## config.mk

```make
export PLATFORM = sky130hd
export DESIGN_NAME = alu_arbiter_flat
export DESIGN_NICKNAME = d
export VERILOG_FILES = /design/src/rtl/alu_pkg.sv /design/src/rtl/alu_arbiter_if.sv /design/src/rtl/rr_arbiter.sv /design/src/rtl/alu_arbiter.sv /design/src/flat_wrapper.sv
export SDC_FILE = /design/constraint.sdc
export NUM_CORES = 1
export LEC_CHECK = 0
export BUFFER_PORTS_ARGS = -buffer_cell sky130_fd_sc_hd__buf_2
export CAP_MARGIN = 25
export CORE_AREA = 4 4 160 162
export DETAILED_ROUTE_END_ITERATION = 16
export DIE_AREA = 0 0 164 166
export GPL_TIMING_DRIVEN = 0
export PLACE_DENSITY = 0.67
export RECOVER_POWER = 25
export SLEW_MARGIN = 0
export SYNTH_ARGS = -nofsm -noshare
export SYNTH_HDL_FRONTEND = slang
export SYNTH_SLANG_ARGS = --single-unit
```

## constraint.sdc

```tcl
create_clock -name clk_i -period 4 [get_ports clk_i]
set_input_delay 0.8 -clock clk_i [delete_from_list [all_inputs] [get_ports clk_i]]
set_output_delay 0.8 -clock clk_i [all_outputs]
set_load 0.05 [all_outputs]
```

## src/rtl/alu_pkg.sv

```systemverilog
// Shared types and constants for the ALU arbiter.
// Latency: n/a (declarations only).
// Backpressure: n/a.
package alu_pkg;

  localparam int ALU_OP_W = 3;

  typedef enum logic [ALU_OP_W-1:0] {
    ADD = 3'd0,
    SUB = 3'd1,
    MUL = 3'd2,
    DIV = 3'd3,
    REM = 3'd4,
    AND = 3'd5,
    OR  = 3'd6,
    XOR = 3'd7
  } alu_op_e;

  typedef enum logic [1:0] {
    IDLE  = 2'd0,
    ISSUE = 2'd1,
    RESP  = 2'd2
  } arb_state_e;

  // Result returned for a divide/remainder by zero; sliced to DATA_W (<= 64).
  localparam logic [63:0] ALU_DIV_ZERO_RESULT = '1;

  function automatic logic is_div_op(input alu_op_e op);
    return (op == DIV) || (op == REM);
  endfunction

endpackage

```

## src/rtl/alu_arbiter_if.sv

```systemverilog
// Bundle of requester-side and ALU-side signals of the ALU arbiter.
// Latency: n/a (wires only).
// Backpressure: requests held until req_ready_o pulse; responses never stall.
// Ports: req_* / rsp_* face the client engines, alu_* face the single ALU,
// busy_o is status. master = environment side, slave = arbiter side.
interface alu_arbiter_if #(
  parameter int N_REQ  = 4,
  parameter int DATA_W = 32
);
  import alu_pkg::*;

  logic [N_REQ-1:0]          req_valid_i;
  logic [N_REQ-1:0]          req_ready_o;
  logic [N_REQ*DATA_W-1:0]   req_opa_i;
  logic [N_REQ*DATA_W-1:0]   req_opb_i;
  logic [N_REQ*ALU_OP_W-1:0] req_op_i;
  logic [N_REQ-1:0]          rsp_valid_o;
  logic [DATA_W-1:0]         rsp_result_o;
  logic                      rsp_err_o;
  logic                      alu_valid_o;
  logic [DATA_W-1:0]         alu_opa_o;
  logic [DATA_W-1:0]         alu_opb_o;
  logic [ALU_OP_W-1:0]       alu_op_o;
  logic                      alu_ready_i;
  logic [DATA_W-1:0]         alu_result_i;
  logic                      busy_o;

  modport master (
    output req_valid_i, req_opa_i, req_opb_i, req_op_i, alu_ready_i, alu_result_i,
    input  req_ready_o, rsp_valid_o, rsp_result_o, rsp_err_o,
           alu_valid_o, alu_opa_o, alu_opb_o, alu_op_o, busy_o
  );

  modport slave (
    input  req_valid_i, req_opa_i, req_opb_i, req_op_i, alu_ready_i, alu_result_i,
    output req_ready_o, rsp_valid_o, rsp_result_o, rsp_err_o,
           alu_valid_o, alu_opa_o, alu_opb_o, alu_op_o, busy_o
  );

endinterface

```

## src/rtl/rr_arbiter.sv

```systemverilog
// Round-robin pick: first set request strictly after ptr, wrapping around.
// Latency: combinational.
// Backpressure: none; caller decides when the grant is used.
// Ports: req (request vector), ptr (last winner), gnt (one-hot), gnt_idx (encoded).
module rr_arbiter #(
  parameter int N     = 4,
  parameter int IDX_W = $clog2(N)
) (
  input  logic [N-1:0]     req,
  input  logic [IDX_W-1:0] ptr,
  output logic [N-1:0]     gnt,
  output logic [IDX_W-1:0] gnt_idx
);

  always_comb begin
    int   cand;
    logic found;
    gnt     = '0;
    gnt_idx = '0;
    found   = 1'b0;
    cand    = 0;
    // Start one past the last winner so it ends with the lowest priority.
    for (int i = 1; i <= N; i++) begin
      cand = int'(ptr) + i;
      if (cand >= N) cand = cand - N;
      if (!found && req[cand[IDX_W-1:0]]) begin
        found                  = 1'b1;
        gnt[cand[IDX_W-1:0]]   = 1'b1;
        gnt_idx                = cand[IDX_W-1:0];
      end
    end
  end

endmodule

```

## src/rtl/alu_arbiter.sv

```systemverilog
// Shares one ALU among N_REQ requesters, one transaction at a time, round-robin.
// Latency: >=3 cycles per transaction (IDLE accept, ISSUE, RESP); div/rem-by-0 skips ISSUE.
// Backpressure: requests wait for req_ready_o; ALU stall bounded by TIMEOUT_CYC; responses never stall.
// Ports: clk_i, rst_i (async, active-high), bus (alu_arbiter_if.slave).
module alu_arbiter #(
  parameter int N_REQ       = 4,
  parameter int DATA_W      = 32,
  parameter int TIMEOUT_CYC = 16
) (
  input  logic          clk_i,
  input  logic          rst_i,
  alu_arbiter_if.slave  bus
);
  import alu_pkg::*;

  localparam int IDX_W = $clog2(N_REQ);
  localparam int CNT_W = $clog2(TIMEOUT_CYC);

  arb_state_e        state;
  logic [IDX_W-1:0]  ptr;
  logic [N_REQ-1:0]  owner;        // one-hot requester of the transaction in flight
  logic [DATA_W-1:0] opa_q;
  logic [DATA_W-1:0] opb_q;
  alu_op_e           op_q;
  logic [DATA_W-1:0] result_q;
  logic              err_q;
  logic [CNT_W-1:0]  wait_cnt;
  logic [N_REQ-1:0]  req_ready_q;
  logic [N_REQ-1:0]  rsp_valid_q;
  logic              alu_valid_q;
  logic              busy_q;

  logic [N_REQ-1:0]  gnt_oh;
  logic [IDX_W-1:0]  gnt_idx;
  logic [DATA_W-1:0] new_opa;
  logic [DATA_W-1:0] new_opb;
  alu_op_e           new_op;
  logic              div_zero;

  rr_arbiter #(.N(N_REQ), .IDX_W(IDX_W)) u_rr (
    .req     (bus.req_valid_i),
    .ptr     (ptr),
    .gnt     (gnt_oh),
    .gnt_idx (gnt_idx)
  );

  assign new_opa  = bus.req_opa_i[int'(gnt_idx)*DATA_W +: DATA_W];
  assign new_opb  = bus.req_opb_i[int'(gnt_idx)*DATA_W +: DATA_W];
  assign new_op   = alu_op_e'(bus.req_op_i[int'(gnt_idx)*ALU_OP_W +: ALU_OP_W]);
  assign div_zero = is_div_op(new_op) && (new_opb == '0);

  always_ff @(posedge clk_i or posedge rst_i) begin
    if (rst_i) begin
      state       <= IDLE;
      ptr         <= IDX_W'(N_REQ-1);
      owner       <= '0;
      opa_q       <= '0;
      opb_q       <= '0;
      op_q        <= ADD;
      result_q    <= '0;
      err_q       <= 1'b0;
      wait_cnt    <= '0;
      req_ready_q <= '0;
      rsp_valid_q <= '0;
      alu_valid_q <= 1'b0;
      busy_q      <= 1'b0;
    end else begin
      req_ready_q <= '0;
      rsp_valid_q <= '0;
      case (state)
        IDLE: begin
          if (|bus.req_valid_i) begin
            req_ready_q <= gnt_oh;
            owner       <= gnt_oh;
            ptr         <= gnt_idx;
            opa_q       <= new_opa;
            opb_q       <= new_opb;
            op_q        <= new_op;
            busy_q      <= 1'b1;
            if (div_zero) begin
              // Answer locally; the ALU never sees a zero divisor.
              result_q    <= ALU_DIV_ZERO_RESULT[DATA_W-1:0];
              err_q       <= 1'b1;
              rsp_valid_q <= gnt_oh;
              state       <= RESP;
            end else begin
              alu_valid_q <= 1'b1;
              state       <= ISSUE;
            end
          end
        end
        ISSUE: begin
          if (bus.alu_ready_i) begin
            result_q    <= bus.alu_result_i;
            err_q       <= 1'b0;
            alu_valid_q <= 1'b0;
            wait_cnt    <= '0;
            rsp_valid_q <= owner;
            state       <= RESP;
          end else if (wait_cnt == CNT_W'(TIMEOUT_CYC-1)) begin
            // ALU hung: give up after TIMEOUT_CYC issue cycles.
            result_q    <= '0;
            err_q       <= 1'b1;
            alu_valid_q <= 1'b0;
            wait_cnt    <= '0;
            rsp_valid_q <= owner;
            state       <= RESP;
          end else begin
            wait_cnt <= wait_cnt + CNT_W'(1);
          end
        end
        RESP: begin
          busy_q <= 1'b0;
          state  <= IDLE;
        end
        default: begin
          busy_q      <= 1'b0;
          alu_valid_q <= 1'b0;
          state       <= IDLE;
        end
      endcase
    end
  end

  assign bus.req_ready_o  = req_ready_q;
  assign bus.rsp_valid_o  = rsp_valid_q;
  assign bus.rsp_result_o = result_q;
  assign bus.rsp_err_o    = err_q;
  assign bus.alu_valid_o  = alu_valid_q;
  assign bus.alu_opa_o    = opa_q;
  assign bus.alu_opb_o    = opb_q;
  assign bus.alu_op_o     = op_q;
  assign bus.busy_o       = busy_q;

endmodule
```

## src/flat_wrapper.sv

```systemverilog
// flat-port wrapper written by rule: the top's interface ports become plain ports
module alu_arbiter_flat import alu_pkg::*;
#(
  parameter int N_REQ       = 4,
  parameter int DATA_W      = 32,
  parameter int TIMEOUT_CYC = 16
)
  (clk_i, rst_i, bus_req_valid_i, bus_req_opa_i, bus_req_opb_i, bus_req_op_i, bus_alu_ready_i, bus_alu_result_i, bus_req_ready_o, bus_rsp_valid_o, bus_rsp_result_o, bus_rsp_err_o, bus_alu_valid_o, bus_alu_opa_o, bus_alu_opb_o, bus_alu_op_o, bus_busy_o);
  alu_arbiter_if #(.N_REQ(N_REQ), .DATA_W(DATA_W)) bus_i ();
  input  logic clk_i;
  input  logic rst_i;
  input wire logic [$bits(bus_i.req_valid_i)-1:0] bus_req_valid_i;
  input wire logic [$bits(bus_i.req_opa_i)-1:0] bus_req_opa_i;
  input wire logic [$bits(bus_i.req_opb_i)-1:0] bus_req_opb_i;
  input wire logic [$bits(bus_i.req_op_i)-1:0] bus_req_op_i;
  input wire logic [$bits(bus_i.alu_ready_i)-1:0] bus_alu_ready_i;
  input wire logic [$bits(bus_i.alu_result_i)-1:0] bus_alu_result_i;
  output wire logic [$bits(bus_i.req_ready_o)-1:0] bus_req_ready_o;
  output wire logic [$bits(bus_i.rsp_valid_o)-1:0] bus_rsp_valid_o;
  output wire logic [$bits(bus_i.rsp_result_o)-1:0] bus_rsp_result_o;
  output wire logic [$bits(bus_i.rsp_err_o)-1:0] bus_rsp_err_o;
  output wire logic [$bits(bus_i.alu_valid_o)-1:0] bus_alu_valid_o;
  output wire logic [$bits(bus_i.alu_opa_o)-1:0] bus_alu_opa_o;
  output wire logic [$bits(bus_i.alu_opb_o)-1:0] bus_alu_opb_o;
  output wire logic [$bits(bus_i.alu_op_o)-1:0] bus_alu_op_o;
  output wire logic [$bits(bus_i.busy_o)-1:0] bus_busy_o;
  assign bus_i.req_valid_i = bus_req_valid_i;
  assign bus_i.req_opa_i = bus_req_opa_i;
  assign bus_i.req_opb_i = bus_req_opb_i;
  assign bus_i.req_op_i = bus_req_op_i;
  assign bus_i.alu_ready_i = bus_alu_ready_i;
  assign bus_i.alu_result_i = bus_alu_result_i;
  assign bus_req_ready_o = bus_i.req_ready_o;
  assign bus_rsp_valid_o = bus_i.rsp_valid_o;
  assign bus_rsp_result_o = bus_i.rsp_result_o;
  assign bus_rsp_err_o = bus_i.rsp_err_o;
  assign bus_alu_valid_o = bus_i.alu_valid_o;
  assign bus_alu_opa_o = bus_i.alu_opa_o;
  assign bus_alu_opb_o = bus_i.alu_opb_o;
  assign bus_alu_op_o = bus_i.alu_op_o;
  assign bus_busy_o = bus_i.busy_o;
  alu_arbiter #(.N_REQ(N_REQ), .DATA_W(DATA_W), .TIMEOUT_CYC(TIMEOUT_CYC)) u_core (.clk_i(clk_i), .rst_i(rst_i), .bus(bus_i));
endmodule
```

### Word-level counts from Yosys, hierarchy flattened

Index checks and enable logic that the tools add are counted.

| word-level totals | value |
|---|---|
| word-level logic and storage cells | 135 |
| input port bits | 307 |
| output and inout bits | 110 |
| bits in registers | 122 |

| cells by class | value |
|---|---|
| add/subtract/negate cells | 9 |
| multiply operators | 1 |
| magnitude comparators | 12 |
| reduce and logical (&&, ||, !) cells | 21 |
| bitwise logic cells | 5 |
| shift operators | 3 |
| equality and inequality tests | 9 |
| multiplexer cells | 62 |

Operator list:

| operator | count |
|---|---|
| variable part select 128 x 8 -> 32 bit | 2 |
| 2-to-1 mux 32 bit | 4 |
| case mux 32 bit (2 select lines) | 1 |
| 2-to-1 mux 4 bit | 12 |
| logical NOT 32 bit | 1 |
| variable part select 12 x 32 -> 3 bit | 1 |
| 2-to-1 mux 2 bit | 12 |
| 2-to-1 mux 1 bit | 20 |
| less-than comparator 2 x 3 -> 1 bit, second input constant | 4 |
| bitwise OR 4 bit | 3 |
| greater-or-equal comparator 3 bit, second input constant | 3 |
| binary-select mux 1 bit (select 2 bit) | 4 |
| demux 1 bit (select 2 bit) | 4 |
| greater-or-equal comparator 2 x 1 -> 1 bit, second input constant | 4 |
| logical AND 1 bit | 8 |
| case mux 4 bit (2 select lines) | 1 |
| AND reduction 4 bit | 2 |
| subtractor 2 x 1 -> 2 bit, second input constant | 4 |
| adder 2 x 2 -> 3 bit, second input constant | 2 |
| AND reduction 2 bit | 3 |
| adder 2 x 3 -> 4 bit, second input constant | 1 |
| adder 4 x 1 -> 4 bit, second input constant | 1 |
| equality test 4 bit, second input constant | 1 |
| greater-or-equal comparator 4 x 3 -> 1 bit, second input constant | 1 |
| 18 further kinds | 23 |

### Depth between registers and ports, before layout

| depth | value |
|---|---|
| word-level depth | 23 |
| mapped depth | 18 |
| depth with buffers taken out | 11 |

### By module

A second synthesis with hierarchy kept.

| unflattened totals | value |
|---|---|
| cells, all modules | 672 |
| area, all modules | 7,021.7 um2 |

Modules (own cells, without submodules):

| module | area each (um2) | cells each | times used | seq. area each (um2) |
|---|---|---|---|---|
| alu_arbiter | 6,476.2 | 604 | 1 | 3,055.4 |
| rr_arbiter | 545.5 | 68 | 1 | 0.0 |

### Worst setup path after synthesis

Ideal clock, no wire load.

| timing | value |
|---|---|
| kind | reg-to-reg |
| start | reg u_core.ptr[0] |
| end | reg u_core.result_q[0], in the netlist u_core.bus.rsp_result_o[0] |
| clock period less this slack | 4,431 ps |
| setup slack | -431 ps |
| buffers on the path | 6 |
| cell stages (with the launch flop) | 18 |
| arrival | 4,357 ps |
| required time | 3,926 ps |
| library setup time | 74 ps |
| path through | dfstp_2 buf_6 clkinv_1 clkbuf_1 ha_1 clkbuf_1 mux4_2 nand2b_4 buf_6 a21boi_4 a21oi_4 or3_1 a2111oi_2 a21oi_1 or4_1 buf_4 buf_12 a21oi_4 |

| between the ends | value |
|---|---|
| word-level cells in the longest chain between the ends | 22 |
| elaborated cells on any way between the ends | 47 |
| classes of those cells | 8 x add/sub; 1 x mul; 4 x order compare; 3 x eq/ne; 2 x shift; 19 x mux; 10 x reduce/logical |

RTL lines:

| what | line | source |
|---|---|---|
| from (decl) | alu_arbiter.sv:20 | `logic [IDX_W-1:0] ptr;` |
| from (signal assigned) | alu_arbiter.sv:55 | `ptr <= IDX_W'(N_REQ-1);` |
| from (signal assigned) | alu_arbiter.sv:75 | `ptr <= gnt_idx;` |
| adder 2 x 1 -> 3 bit | rr_arbiter.sv:24 | `cand = int'(ptr) + i;` |
| greater-or-equal comparator 3 bit / subtractor 2 x 1 -> 2 bit (equally long branches) | rr_arbiter.sv:25 | `if (cand >= N) cand = cand - N;` |
| 2-to-1 mux 2 bit | rr_arbiter.sv:25 |  |
| binary-select mux 1 bit (select 2 bit) | rr_arbiter.sv:26 | `if (!found && req[cand[IDX_W-1:0]]) begin` |
| 2-to-1 mux 1 bit (implied by the code) | rr_arbiter.sv:26 |  |
| 2-to-1 mux 1 bit | rr_arbiter.sv:26 |  |
| logical NOT 1 bit | rr_arbiter.sv:26 |  |
| logical AND 1 bit | rr_arbiter.sv:26 |  |
| (+6 left out) | -- |  |
| 2-to-1 mux 2 bit * | rr_arbiter.sv:26 |  |
| multiplier 2 x 2 -> 4 bit | alu_arbiter.sv:49 | `assign new_op = alu_op_e'(bus.req_op_i[int'(gnt_idx)*ALU_OP_W +: ALU_OP_W]);` |
| variable part select 12 x 32 -> 3 bit | alu_arbiter.sv:49 |  |
| equality test 3 x 2 -> 1 bit / equality test 3 bit (equally long branches) | alu_pkg.sv:29 | `return (op == DIV) \|\| (op == REM);` |
| logical OR 1 bit | alu_pkg.sv:29 |  |
| logical AND 1 bit * | alu_arbiter.sv:50 | `assign div_zero = is_div_op(new_op) && (new_opb == '0);` |
| != test 2 x 1 -> 1 bit (no source line) * | -- |  |
| AND reduction 4 bit (no source line) * | -- |  |
| to (signal assigned) | alu_arbiter.sv:82 | `result_q <= ALU_DIV_ZERO_RESULT[DATA_W-1:0];` |
| to (signal assigned) | alu_arbiter.sv:94 | `result_q <= bus.alu_result_i;` |
| to (decl) | alu_arbiter.sv:25 | `logic [DATA_W-1:0] result_q;` |

Mark *: on every way between the ends. The rest lies on a longest branch, timed or not. The select of a mux whose other input is x is not followed.
A chain may end at the register's enable or synchronous reset.

### Worst setup path in the final report

| timing | value |
|---|---|
| start | reg u_core.ptr[0] |
| end | reg u_core.result_q[21], in the netlist u_core.bus.rsp_result_o[21] |

Same word-level chain as after synthesis.

==> run summary <==
Status: finished, violations left
Failing checks: capacitance limit, slew limit, setup timing
Worst R2R Setup Slack: -0.15 ns
CP cell instances: buf_8 -> buf_4 -> buf_4 -> mux4_2 -> buf_1 -> nor2_1 -> nor2_1 -> a221o_1 -> a2111oi_4 -> a21oi_2 -> or4_4 -> buf_12 -> buf_4 -> a21oi_2
Area after DPL: 11100 um^2
WP buf/inv: 6
P per Cell Area: 1200 nW/um^2
Worst path top cell family by delay: buffers and inverters
Simple-gate share of the synthesized area: 29.2%
Sw frac: 57.1%
DIE HEIGHT: 166 um
Ys async rst share: 100%
Layout Skew: 0.0123 ns
Post-Route Utilization: 52.1%
Avg Vias per Cell: 5.41
CTS Buf Count: 17
Max-cap violation count: 2
Area of the core: 24100 um^2
Internal power of the cells: 6.49 mW
Synthesized Nets: 1467
Ports: 417
Largest net degree at the start of global routing: 40
Design area: 12600 um^2
Overall global routing resource usage: 28.0%
Critical path class: flop to flop
H-tree depth: 4
First-pass GRT wire length: 59400 um
Clock tree root driver cell: clkbuf_16
DRT antenna net count: 0
Syn-to-layout area delta: 46.8%
Fin cells: 1979
Gp weighted congestion: 0.952
Post-route DRC: 0
Syn Inst Count: 1155
Die W: 164 um
Synth Warn #: 0
Reg clk slew, reported paths: 0.06 ns
Worst-Skew Late Latency: 0.42 ns
TritonCTS clock tree: yes
Reg power frac: 14.8%
Final period util: 104%
Min-delay worst type: input port to async pin
Most used cell, CP: buf_4
Crit Reg-Reg Startpoint: u_core.ptr[0]
Pwr Total: 15.1 mW
Adder-Cell Fraction of Synth Area: 0.732%
Setup TNS after final layout: -4.20 ns
CP max-delay cell: mux4_2
Final setup fails: 34
Vias in the first global route: 10300
Cell variety after synth: 65
Hold-fix buffers, CTS: 0
WL/cell: 20.3 um
Synth Area in Compound Gates: 24.8%
Worst slew margin: -52.8%
Initial antenna violation count: 10
Sequential share of the synthesized area: 35.7%
Setup crit start kind: flop
RSZ-0062 raised after global routing: true
Psw: 8.63 mW
Clock Path Buffers: 2
Reg-to-Reg End: u_core.bus.rsp_result_o[21]
Peak VDD IR: 0.484 mV
Grt total ovfl: 0
Placed cells: 1897
Crit path capture type: flop
Setup ws final: -0.149 ns
Combinational share of power: 74.8%
Clock sinks: 122
Nets: 1947
Port bufs: 414
Final HPWL from detailed placement: 31500 um
Detailed Route Iter0 Violations: 910
Critical path launch point: u_core.ptr[0]
DRT Pass-1 Iters: 5
Slew Viols, Final: 74
Synthesized area per cell: 7.40 um^2
Xor and xnor fraction of the mapped netlist area: 0%
Mux contribution to synthesized area: 3.94%
Stages on worst setup path: 14
Via count: 10700
Number of synthesized flops with an enable pin: 0
Die ar.: 27200 um^2
Largest family of logic cells by synthesized area: simple AND/OR/NAND/NOR gates
Fraction of layout cells with a size suffix above 1: 37.4%
Max FO, Critical Path: 10
Fmax: 241 MHz
Leak: 6.14 nW
Synthesized flop and latch total: 122
Clk pwr share: 10.3%
Post-Synthesis Cell Area: 8550 um^2
Worst R2R Path Depth: 14
Largest stage delay, worst path: 0.61 ns
Final Hold Fails: 0
Routed wire length: 40200 um
Critical Path RT: 4.34 ns
Initial Util: 35.5%
FP Rows: 57
Final Critical Period: 4.15 ns
Data arrival time of the worst path: 4.49 ns
Ys flop type: dfrtp_1
Worst-margin pin slew: 2.29 ns
[cell type report]
cell class,count,area [um^2]
clock inverter,14,161
tap,324,405
sequential,122,3060
clock buffer,18,429
fill,2470,11600
timing repair buffer,468,2570
inverter,11,55.1
buffer,90,529
antenna,7,17.5
multi-input combinational,925,5320
[cell families after synthesis]
family | after synthesis
flip-flops | 122
adder cells (fa/ha/maj) | 5
buffers and inverters | 108
multiplexers | 28
AO/OA/AOI/OAI | 310
AND/OR/NAND/NOR | 582
[metrics by stage]
stage	worst slack, ns	hold WS (ns)
global placement	-1.12	0.457
CTS	-0.129	0.390
detailed placement	-1.06	0.466
floorplan	0.0128	0.450
finish	-0.149	0.475
global route	-0.256	0.493
[repair_timing]
action | in CTS | in global routing
gates resized for setup | 52 | 68
setup buffers | 26 | 22
pin swaps | 10 | 20
cloned | 2 | 0
endpoints found under the setup margin | 109 | 85
[how the worst max path moves through the flow]
stage / endpoint / slack, ns
floorplan: u_core.bus.rsp_result_o[0] / 0.01
CTS: u_core.bus.rsp_result_o[23] / -0.13
global route: u_core.bus.rsp_result_o[8] / -0.26
global placement: u_core.state[0] / -1.12
detailed placement: u_core.bus.rsp_result_o[5] / -1.06
finish: u_core.bus.rsp_result_o[21] / -0.15
[power groups by stage]
stage | registers [mW] | clock network [mW] | logic [mW]
finish | 2.24 | 1.56 | 11.3
global route | 2.31 | 1.65 | 12.2
CTS | 2.24 | 1.60 | 10.6
detailed placement | 2.24 | 0 | 10.1
global placement | 2.23 | 0 | 9.99
floorplan | 4.11 | 0 | 5.23
[placed cells by master, fill, tap and decap left out, drive strengths merged, types with 5 or more instances in the layout]
master	instances
buf	491
clkbuf	85
a21o	8
nand3	60
nand2	355
ha	5
dfrtp	120
a221oi	5
and2	5
o21ai	139
a21oi	81
nand2b	14
mux2	5
nand4	6
nor3	16
and3	6
o22ai	6
inv	15
a22oi	13
diode	7
nor2	77
clkinvlp	5
or3	5
mux2i	19
a21boi	5
nor4	22
a211oi	8
[flip-flops by register name (all words and copies together) (netlist names)]
register,cells
u_core.bus.rsp_result_o,32
u_core.bus.alu_opa_o,32
u_core.owner,4
u_core.bus.alu_op_o,3
u_core.bus.rsp_valid_o,4
u_core.state,2
u_core.wait_cnt,4
u_core.bus.rsp_err_o,1
u_core.bus.alu_opb_o,32
u_core.bus.alu_valid_o,1
u_core.bus.busy_o,1
u_core.bus.req_ready_o,4
u_core.ptr,2
[Yosys cell counts, types with 4 or more instances]
library cell,instances,area (um^2)
and2_1,5,31.3
a21oi_4,21,342
inv_1,10,37.5
buf_2,6,30.0
and3_1,6,37.5
a221oi_1,5,43.8
nor2b_1,4,25.0
and4_1,4,35.0
a21boi_0,4,30.0
nor2_1,77,289
nand2_1,355,1330
o21ai_0,137,686
buf_6,4,45.0
nor3_1,16,80.1
mux2_2,5,56.3
clkbuf_1,71,267
mux2i_1,19,190
ha_1,5,62.6
a22oi_1,13,97.6
a21oi_2,10,87.6
nor4_1,22,138
a21o_1,8,60.1
mux4_2,4,90.1
o22ai_1,6,37.5
a311oi_1,4,35.0
nand2b_1,13,81.3
a21oi_1,50,250
nand4_1,6,37.5
a211oi_1,8,60.1
a22o_1,4,35.0
nand3_1,60,300
dfrtp_1,120,3000
or3_1,5,31.3
buf_1,12,45.0
[per-layer routing]
metal / wire, um / vias to the layer above / share of wire (%) / track usage, %
met5: 18 / - / 0.045 / 0
met4: 1250 / 4 / 3.1 / 9.63
met3: 3140 / 87 / 7.8 / 5.44
met2: 19600 / 548 / 49 / 46.6
met1: 16100 / 5072 / 40 / 36.2
li1: - / 4996 / - / -
No activity file was read; power rests on OpenSTA's default activity.
